[config.mk]
export PLATFORM = sky130hd
export DESIGN_NAME = npc_pc_unit
export DESIGN_NICKNAME = d
export VERILOG_FILES = /design/src/rtl/npc_pc_unit.sv
export SDC_FILE = /design/constraint.sdc
export NUM_CORES = 1
export LEC_CHECK = 0
export BUFFER_PORTS_ARGS = -buffer_cell sky130_fd_sc_hd__buf_2
export CAP_MARGIN = 20
export CORE_UTILIZATION = 25
export CTS_CLUSTER_DIAMETER = 200
export CTS_CLUSTER_SIZE = 16
export DETAILED_ROUTE_END_ITERATION = 6
export SYNTH_ARGS = -nofsm -noshare
export SYNTH_HDL_FRONTEND = slang
export SYNTH_SLANG_ARGS = --single-unit
[constraint.sdc]
create_clock -name i_clk -period 5.1 [get_ports i_clk]
set_input_delay 0.255 -clock i_clk [delete_from_list [all_inputs] [get_ports i_clk]]
set_output_delay 0.255 -clock i_clk [all_outputs]
set_load 0.01 [all_outputs]
[src/rtl/npc_pc_unit.sv]
// ----------------------------------------------------------------------------
// npc_pc_unit
//  Next-PC generation and PC register for the 5-stage MIPS pipeline.
//  Branches and jumps resolve in ID with one architectural delay slot, so a
//  redirect only changes the next fetch address and no instruction is flushed.
//  Saturating branch statistics counters are kept for performance debug.
//
//  Ports
//   i_clk          clock, all state updates on rising edge
//   i_reset        synchronous reset, active-low (0 = reset)
//   i_stall        hazard-unit stall, holds PC and statistics counters
//   i_br_type      ID decode: 0 none, 1 beq, 2 bne, 3 blez, 4 bgtz, 5 bltz,
//                  6 bgez, 7 j, 8 jal, 9 jr, 10 jalr, 11..15 none
//   i_isbeq..i_isbgez  comparator flags for the ID instruction
//   i_pc_id        PC of the instruction in ID
//   i_imm16        ID instr[15:0]
//   i_idx26        ID instr[25:0]
//   i_rs_val       forwarded rs value (jr/jalr target)
//   o_pc_if        PC register, the fetch address
//   o_npc          combinational next PC
//   o_br_taken     ID branch/jump redirects this cycle
//   o_link_addr    pc_id + 8, return address for jal/jalr
//   o_addr_err     next PC is not word aligned
//   o_fetch_valid  low while in BOOT
//   o_br_cnt       conditional branches retired from ID (saturating)
//   o_taken_cnt    conditional branches taken (saturating)
// ----------------------------------------------------------------------------
module npc_pc_unit #(
    parameter logic [31:0] RESET_PC = 32'h0000_3000,
    parameter int unsigned CNT_W    = 16
) (
    input  logic             i_clk,
    input  logic             i_reset,
    input  logic             i_stall,
    input  logic [3:0]       i_br_type,
    input  logic             i_isbeq,
    input  logic             i_isbne,
    input  logic             i_isblez,
    input  logic             i_isbgtz,
    input  logic             i_isbltz,
    input  logic             i_isbgez,
    input  logic [31:0]      i_pc_id,
    input  logic [15:0]      i_imm16,
    input  logic [25:0]      i_idx26,
    input  logic [31:0]      i_rs_val,
    output logic [31:0]      o_pc_if,
    output logic [31:0]      o_npc,
    output logic             o_br_taken,
    output logic [31:0]      o_link_addr,
    output logic             o_addr_err,
    output logic             o_fetch_valid,
    output logic [CNT_W-1:0] o_br_cnt,
    output logic [CNT_W-1:0] o_taken_cnt
);

    localparam int unsigned PC_W = 32;

    localparam logic [3:0] BT_BEQ  = 4'd1;
    localparam logic [3:0] BT_BNE  = 4'd2;
    localparam logic [3:0] BT_BLEZ = 4'd3;
    localparam logic [3:0] BT_BGTZ = 4'd4;
    localparam logic [3:0] BT_BLTZ = 4'd5;
    localparam logic [3:0] BT_BGEZ = 4'd6;
    localparam logic [3:0] BT_J    = 4'd7;
    localparam logic [3:0] BT_JAL  = 4'd8;
    localparam logic [3:0] BT_JR   = 4'd9;
    localparam logic [3:0] BT_JALR = 4'd10;

    typedef enum logic [1:0] {
        ST_BOOT = 2'd0,
        ST_RUN  = 2'd1,
        ST_HOLD = 2'd2
    } state_t;

    state_t             r_state;
    state_t             w_state_next;
    logic [PC_W-1:0]    r_pc_if;
    logic [PC_W-1:0]    w_pc_next;
    logic [CNT_W-1:0]   r_br_cnt;
    logic [CNT_W-1:0]   r_taken_cnt;
    logic [CNT_W-1:0]   w_br_cnt_next;
    logic [CNT_W-1:0]   w_taken_cnt_next;

    logic [PC_W-1:0]    w_pc_id_p4;
    logic [PC_W-1:0]    w_br_off;
    logic [PC_W-1:0]    w_br_target;
    logic [PC_W-1:0]    w_j_target;
    logic [PC_W-1:0]    w_seq_pc;
    logic [PC_W-1:0]    w_jump_target;
    logic [PC_W-1:0]    w_npc;
    logic               w_is_cond;
    logic               w_cond_true;
    logic               w_is_jump;
    logic               w_br_taken;
    logic               w_fetch_valid;
    logic               w_advance;
    logic               w_br_cnt_sat;
    logic               w_taken_cnt_sat;

    // Target address arithmetic, all modulo 2^32.
    assign w_pc_id_p4  = i_pc_id + PC_W'(4);
    assign w_br_off    = {{14{i_imm16[15]}}, i_imm16, 2'b00};
    assign w_br_target = w_pc_id_p4 + w_br_off;
    // Region bits come from the delay-slot PC so a carry out of bit 27 is honoured.
    assign w_j_target  = {w_pc_id_p4[31:28], i_idx26, 2'b00};
    assign w_seq_pc    = r_pc_if + PC_W'(4);

    // Branch/jump type decode and condition select.
    always_comb begin
        w_is_cond     = 1'b0;
        w_cond_true   = 1'b0;
        w_is_jump     = 1'b0;
        w_jump_target = w_j_target;
        case (i_br_type)
            BT_BEQ: begin
                w_is_cond   = 1'b1;
                w_cond_true = i_isbeq;
            end
            BT_BNE: begin
                w_is_cond   = 1'b1;
                w_cond_true = i_isbne;
            end
            BT_BLEZ: begin
                w_is_cond   = 1'b1;
                w_cond_true = i_isblez;
            end
            BT_BGTZ: begin
                w_is_cond   = 1'b1;
                w_cond_true = i_isbgtz;
            end
            BT_BLTZ: begin
                w_is_cond   = 1'b1;
                w_cond_true = i_isbltz;
            end
            BT_BGEZ: begin
                w_is_cond   = 1'b1;
                w_cond_true = i_isbgez;
            end
            BT_J, BT_JAL: begin
                w_is_jump     = 1'b1;
                w_jump_target = w_j_target;
            end
            BT_JR, BT_JALR: begin
                w_is_jump     = 1'b1;
                w_jump_target = i_rs_val;
            end
            default: begin
                w_is_cond = 1'b0;
                w_is_jump = 1'b0;
            end
        endcase
    end

    // No redirect can happen while the pipeline is still booting.
    assign w_br_taken = (r_state != ST_BOOT) && (w_is_jump || (w_is_cond && w_cond_true));

    always_comb begin
        w_npc = w_seq_pc;
        if (w_br_taken) begin
            w_npc = w_is_jump ? w_jump_target : w_br_target;
        end
    end

    // A branch held in ID by a stall is only committed on the cycle it is released.
    assign w_advance = (r_state != ST_BOOT) && !i_stall;

    // FSM next state and PC update.
    always_comb begin
        w_state_next  = r_state;
        w_pc_next     = r_pc_if;
        w_fetch_valid = 1'b1;
        case (r_state)
            ST_BOOT: begin
                w_fetch_valid = 1'b0;
                w_state_next  = ST_RUN;
            end
            ST_RUN: begin
                if (i_stall) begin
                    w_state_next = ST_HOLD;
                end else begin
                    w_pc_next = w_npc;
                end
            end
            ST_HOLD: begin
                if (!i_stall) begin
                    w_pc_next    = w_npc;
                    w_state_next = ST_RUN;
                end
            end
            default: begin
                w_fetch_valid = 1'b0;
                w_state_next  = ST_BOOT;
            end
        endcase
    end

    // Saturating statistics counters.
    assign w_br_cnt_sat    = (r_br_cnt == {CNT_W{1'b1}});
    assign w_taken_cnt_sat = (r_taken_cnt == {CNT_W{1'b1}});

    always_comb begin
        w_br_cnt_next    = r_br_cnt;
        w_taken_cnt_next = r_taken_cnt;
        if (w_advance && w_is_cond) begin
            if (!w_br_cnt_sat) begin
                w_br_cnt_next = r_br_cnt + CNT_W'(1);
            end
            if (w_cond_true && !w_taken_cnt_sat) begin
                w_taken_cnt_next = r_taken_cnt + CNT_W'(1);
            end
        end
    end

    // State, PC and counter registers; reset dominates every other input.
    always_ff @(posedge i_clk) begin
        if (!i_reset) begin
            r_state     <= ST_BOOT;
            r_pc_if     <= RESET_PC;
            r_br_cnt    <= '0;
            r_taken_cnt <= '0;
        end else begin
            r_state     <= w_state_next;
            r_pc_if     <= w_pc_next;
            r_br_cnt    <= w_br_cnt_next;
            r_taken_cnt <= w_taken_cnt_next;
        end
    end

    assign o_pc_if       = r_pc_if;
    assign o_npc         = w_npc;
    assign o_br_taken    = w_br_taken;
    assign o_link_addr   = i_pc_id + PC_W'(8);
    assign o_addr_err    = (w_npc[1:0] != 2'b00);
    assign o_fetch_valid = w_fetch_valid;
    assign o_br_cnt      = r_br_cnt;
    assign o_taken_cnt   = r_taken_cnt;

endmodule
=== Yosys cells after proc, flatten, opt, wreduce, memory -nomap -nowiden ===
Cells that the tools add are included.
W data, S select, Z words.

* Output and inout bits: 131
* Logic and storage cells: 57
* Bits in writable memories: 0
* Memories kept: 0
* Bits in read-only memories: 0
* Register bits: 66
* Latch bits: 0

* Reductions and logical operators: 19
* Muxes and demuxes: 10
* $lt $le $gt $ge: 0
* Multipliers: 0
* Equality and inequality tests: 16
* Add/sub/neg operators: 6
* Shifts and indexed selects: 0
* Bitwise gates (word level): 2
* Div/mod/pow operators: 0

{| class="wikitable"
|+ Operators by type and width
! operator !! count
|-
| $mux W32 || 3
|-
| $add A32 B3 Y32 const B || 2
|-
| $add A16 B1 Y16 const B || 2
|-
| $add A32 B32 Y32 || 1
|-
| $add A32 B4 Y32 const B || 1
|-
| $eq A16 B16 Y1 const B || 2
|-
| $eq A4 B3 Y1 const B || 4
|-
| $eq A4 B4 Y1 const B || 3
|-
| $eq A4 B2 Y1 const B || 2
|-
| $reduce_and A2 Y1 || 4
|-
| $pmux W1 S6 || 1
|-
| $pmux W2 S3 || 1
|-
| $reduce_or A6 Y1 || 1
|-
| $logic_and A1 B1 Y1 || 5
|-
| $eq A4 B1 Y1 const B || 1
|-
| $mux W2 || 2
|-
| $ne A2 B2 Y1 const B || 2
|-
| $reduce_bool A2 Y1 || 2
|-
| $reduce_or A2 Y1 || 2
|-
| $reduce_or A4 Y1 || 1
|-
| $mux W1 || 3
|-
| $eq A2 B1 Y1 const B || 1
|-
| $eq A2 B2 Y1 const B || 1
|-
| $logic_not A1 Y1 || 2
|-
| other kinds (3) || 4
|}

=== Depth between registers and ports, before layout ===
* Word-level depth: 8
* Gate-level depth with buffers: 19
* Gate-level depth less buffers: 17

=== Least setup slack after synthesis ===
OpenSTA, ideal clock, no wires.

* Path kind: input to output
* Start: input port i_pc_id[8]
* End: output port o_npc[30]
* Arrival: 3.587 ns
* Data required time: 4.845 ns
* Setup slack: 1.258 ns
* Stages on the path: 19
* Buffers on the path: 2
* Cell sequence: buf_2 > and4_1 > clkbuf_1 > and3_1 > nand3_1 > nor2_1 > and3_1 > and2b_1 > nand2_1 > xnor2_1 > ha_1 > nand4_1 > or2_2 > or3_1 > o211ai_1 > a21oi_1 > xnor2_1 > nand2_1 > nand2_1

* Cells in the longest elaborated chain, start to end: 4
* Elaborated cells between the ends (all ways): 5
* Those cells by class: add/sub: 2; mux: 3

{| class="wikitable"
|+ Ends and longest elaborated chain
! what !! line !! source
|-
| start: declaration || 42 || <nowiki>input logic [31:0] i_pc_id,</nowiki>
|-
| $add A32 B3 Y32 (*) || 101 || <nowiki>assign w_pc_id_p4 = i_pc_id + PC_W'(4);</nowiki>
|-
| $add A32 B32 Y32 or $mux W32 (tied branches) || 103, 114 ||
|-
| $mux W32 (*) || 160 || <nowiki>w_npc = w_is_jump ? w_jump_target : w_br_target;</nowiki>
|-
| $mux W32 (*) || 159 || <nowiki>if (w_br_taken) begin</nowiki>
|-
| end: declaration || 47 || <nowiki>output logic [31:0] o_npc,</nowiki>
|}

Every way passes the cells marked *; elsewhere a longest branch is shown, timed or not.

=== Worst setup path in the final report ===
* Start: input port i_pc_id[3]
* End: output port o_npc[28]

The elaborated chain is that of the path after synthesis.

==> metrics <==
Inserted Clock Buffers=9; worst min path class=input port to flip-flop; row count=60; Clk Latency, worst-skew pair=0.33 ns; DR WL/cell=17.3 µm; share of layout cells above drive strength 1=0.253; mapped cell area=6910 µm²; crit-path max FO=10; IO Pins=250; setup_tns=0 ns; crit-path max cell delay=0.44 ns; P_leak=3.83 nW; fin crit share=0.877; Reg area=1320 µm²; vias in the first global route=7,238; CP max stage cell=and4_1; Yosys reg bits=66; met2 usage=0.316; Synth-to-Final Area Change=25.7%; Internal=1.19 mW; Ys Warns=0; die width=168 µm; maximum clock rate=0.224 GHz; Final nets=1,320; ANT nets after route=0; Setup Fix Bufs, Post-CTS=0; Worst Setup Path Type=input port to primary output; EDFF count, synth=0; Critical Path Sink Type=primary output; routability cong.=0.985; drt pass-1 iters=7; pin count of the biggest net entering global routing=43; outcome=complete, but fails checks; # port buffers=249; met3 GRT Util=0.0280; GRT busiest layer=met2; Syn Area/Cell=7.34 µm²; CP required=4.85 ns; clock share of power=0.301; Most used DFF post-synth=dfxtp_1; worst path bufs/invs=3; FFs w/ async S/R, synth=0; Hold Buf Count CTS=0; gr usage total=0.181; commonest non-fill, non-tap cell in the layout=buf_2; failing checks=DRC; RSZ-0062 raised after global routing=false; Data arrival, critical path=4.22 ns; Top delay family on crit path=simple AND/OR/NAND/NOR gates; DRT Wirelength=26,100 µm; worst clock skew=0.00734 ns; grt ovf=0; fill cell count=2,981; htree depth=3; antenna violations before repair=1; met1 Use GR=0.235; vias=7,726; Synth cell types=78; post-CTS sizing=0; Worst-path clk slew=0.06 ns; Net Count, Synth=1,102; die footprint=28,300 µm²; Mapped Cells=941; Gate power share=0.406; Worst-Margin Slew=0.860 ns; detailed router's first-iteration violation count=478; Max Cap Viol=0; TritonCTS clock tree=yes; residual DRC count=2; clock sink count=66; CTS Buffer Depth=2; Die Y=168 µm; Final Util=0.321; Via density=5.13; PD cells=227 nW/µm²; Slew headroom=0.425; Max IR drop VDD=0.116 mV; CP cell instances=buf_2, ha_1, and4_1, nand3_1, nor2_1, and3_1, and2b_1, nand2_1, xnor2_1, ha_1, nand4_1, or2_2, o31ai_1, a21o_1, a211oi_1, xnor2_1, a21oi_1, inv_1, buf_2; net switching power figure=0.778 mW; dpl hpwl=21,100 µm; Net Sw Frac=0.395; minimum clock period=4.47 ns; Root Buffer=clkbuf_16; Final Hold Vio Count=0; register area share after synthesis=0.191; core region area=27,000 µm²; multi-input logic area=5270 µm²; Final Max Slew Viols=0; commonest non-fill, non-tap cells in the layout=249 x buf_2, 100 x nor2_1, 99 x nand2_1; first-pass GRT wire length=40,200 µm; Seq pwr share=0.293; Starting Density=0.256; # setup viols final=0; Critical Path Start Type=input port
-- cells in the mapped netlist (11+ instances only) --
cell	number	area, µm²
nor2_1	101	379
nand2_1	99	372
a21oi_1	71	355
dfxtp_1	66	1320
xnor2_1	65	569
xor2_1	63	552
nand3_1	49	245
ha_1	41	513
o21ai_0	41	205
clkbuf_1	32	120
nand4_1	32	200
inv_1	22	82.6
nor3_1	22	110
and3_1	21	131
mux2i_1	19	190
a221oi_1	12	105
or3_1	12	75.1
a211oi_1	11	82.6
-- area by class of cell --
type | instances | share of cell area
clock inverters | 5 | 0.00432
well taps | 341 | 0.0491
diodes | 1 | 0.000288
flip-flops and latches | 66 | 0.152
multi-input cells | 802 | 0.606
inverters | 24 | 0.0104
repair buffers | 256 | 0.150
clock buffers | 11 | 0.0279
-- worst register-to-register path, delay by kind of cell (launching register included) --
kind / cells / cell delay (ns)
adders and majority gates: 1 / 0.31
and+or+nand+nor: 3 / 1.00
buffers and inverters: 2 / 0.59
AOI/OAI and AO/OA: 2 / 0.61
DFF: 1 / 0.32
-- registers in the layout, summed over array words and instances, names as in the netlist --
register / cells
o_pc_if: 32
o_br_cnt: 16
o_taken_cnt: 16
r_state: 2
-- power by group through the flow --
stage          Combinational [mW]  Clock (mW)  Sequential, mW
6_report                    0.800       0.594           0.577
5_1_grt                     0.880       0.634           0.581
4_1_cts                     0.805       0.609           0.576
3_5_place_dp                0.801           0           0.587
3_3_place_gp                0.799           0           0.587
2_1_floorplan               0.483           0           0.589
-- final timing paths --
check                                from                       to  slack [ns]  cells past startpoint
setup / recovery               i_pc_id[3]                o_npc[28]        0.63                     19
hold / removal                    i_stall  r_state[1]$_SDFFE_PN0P_        0.24                      3
setup reg to reg  r_state[0]$_SDFFE_PN0P_  o_pc_if[0]$_SDFFE_PN0P_        2.16                      8
hold reg to reg   r_state[1]$_SDFFE_PN0P_  r_state[1]$_SDFFE_PN0P_        0.50                      2
-- logic make-up after synthesis --
family          share of synthesized area
fa+ha+maj                          0.0771
simple gates                        0.276
buf+inv                            0.0484
xor+xnor                            0.166
compound gates                      0.208
mux                                0.0340
flops                               0.191
-- per-stage QoR --
stage	instances	instance area, µm²	total power, mW	setup slack (ns)	hold WS [ns]
floorplan	941	6910	1.07	1.26	0.415
global placement	1489	8400	1.39	0.725	0.479
detailed placement	1489	8400	1.39	0.678	0.493
finish	1506	8690	1.97	0.628	0.241
CTS	1505	8680	1.99	0.655	0.224
global route	1506	8690	2.10	0.265	0.265
-- layer usage --
metal	vias to the layer above	part of all wire	routed length, µm
li1	3830	-	-
met1	3615	0.45	11700
met2	264	0.48	12500
met3	17	0.057	1490
met4	0	0.013	350
met5	-	0	0
No activity file was read; power rests on OpenSTA's default activity.
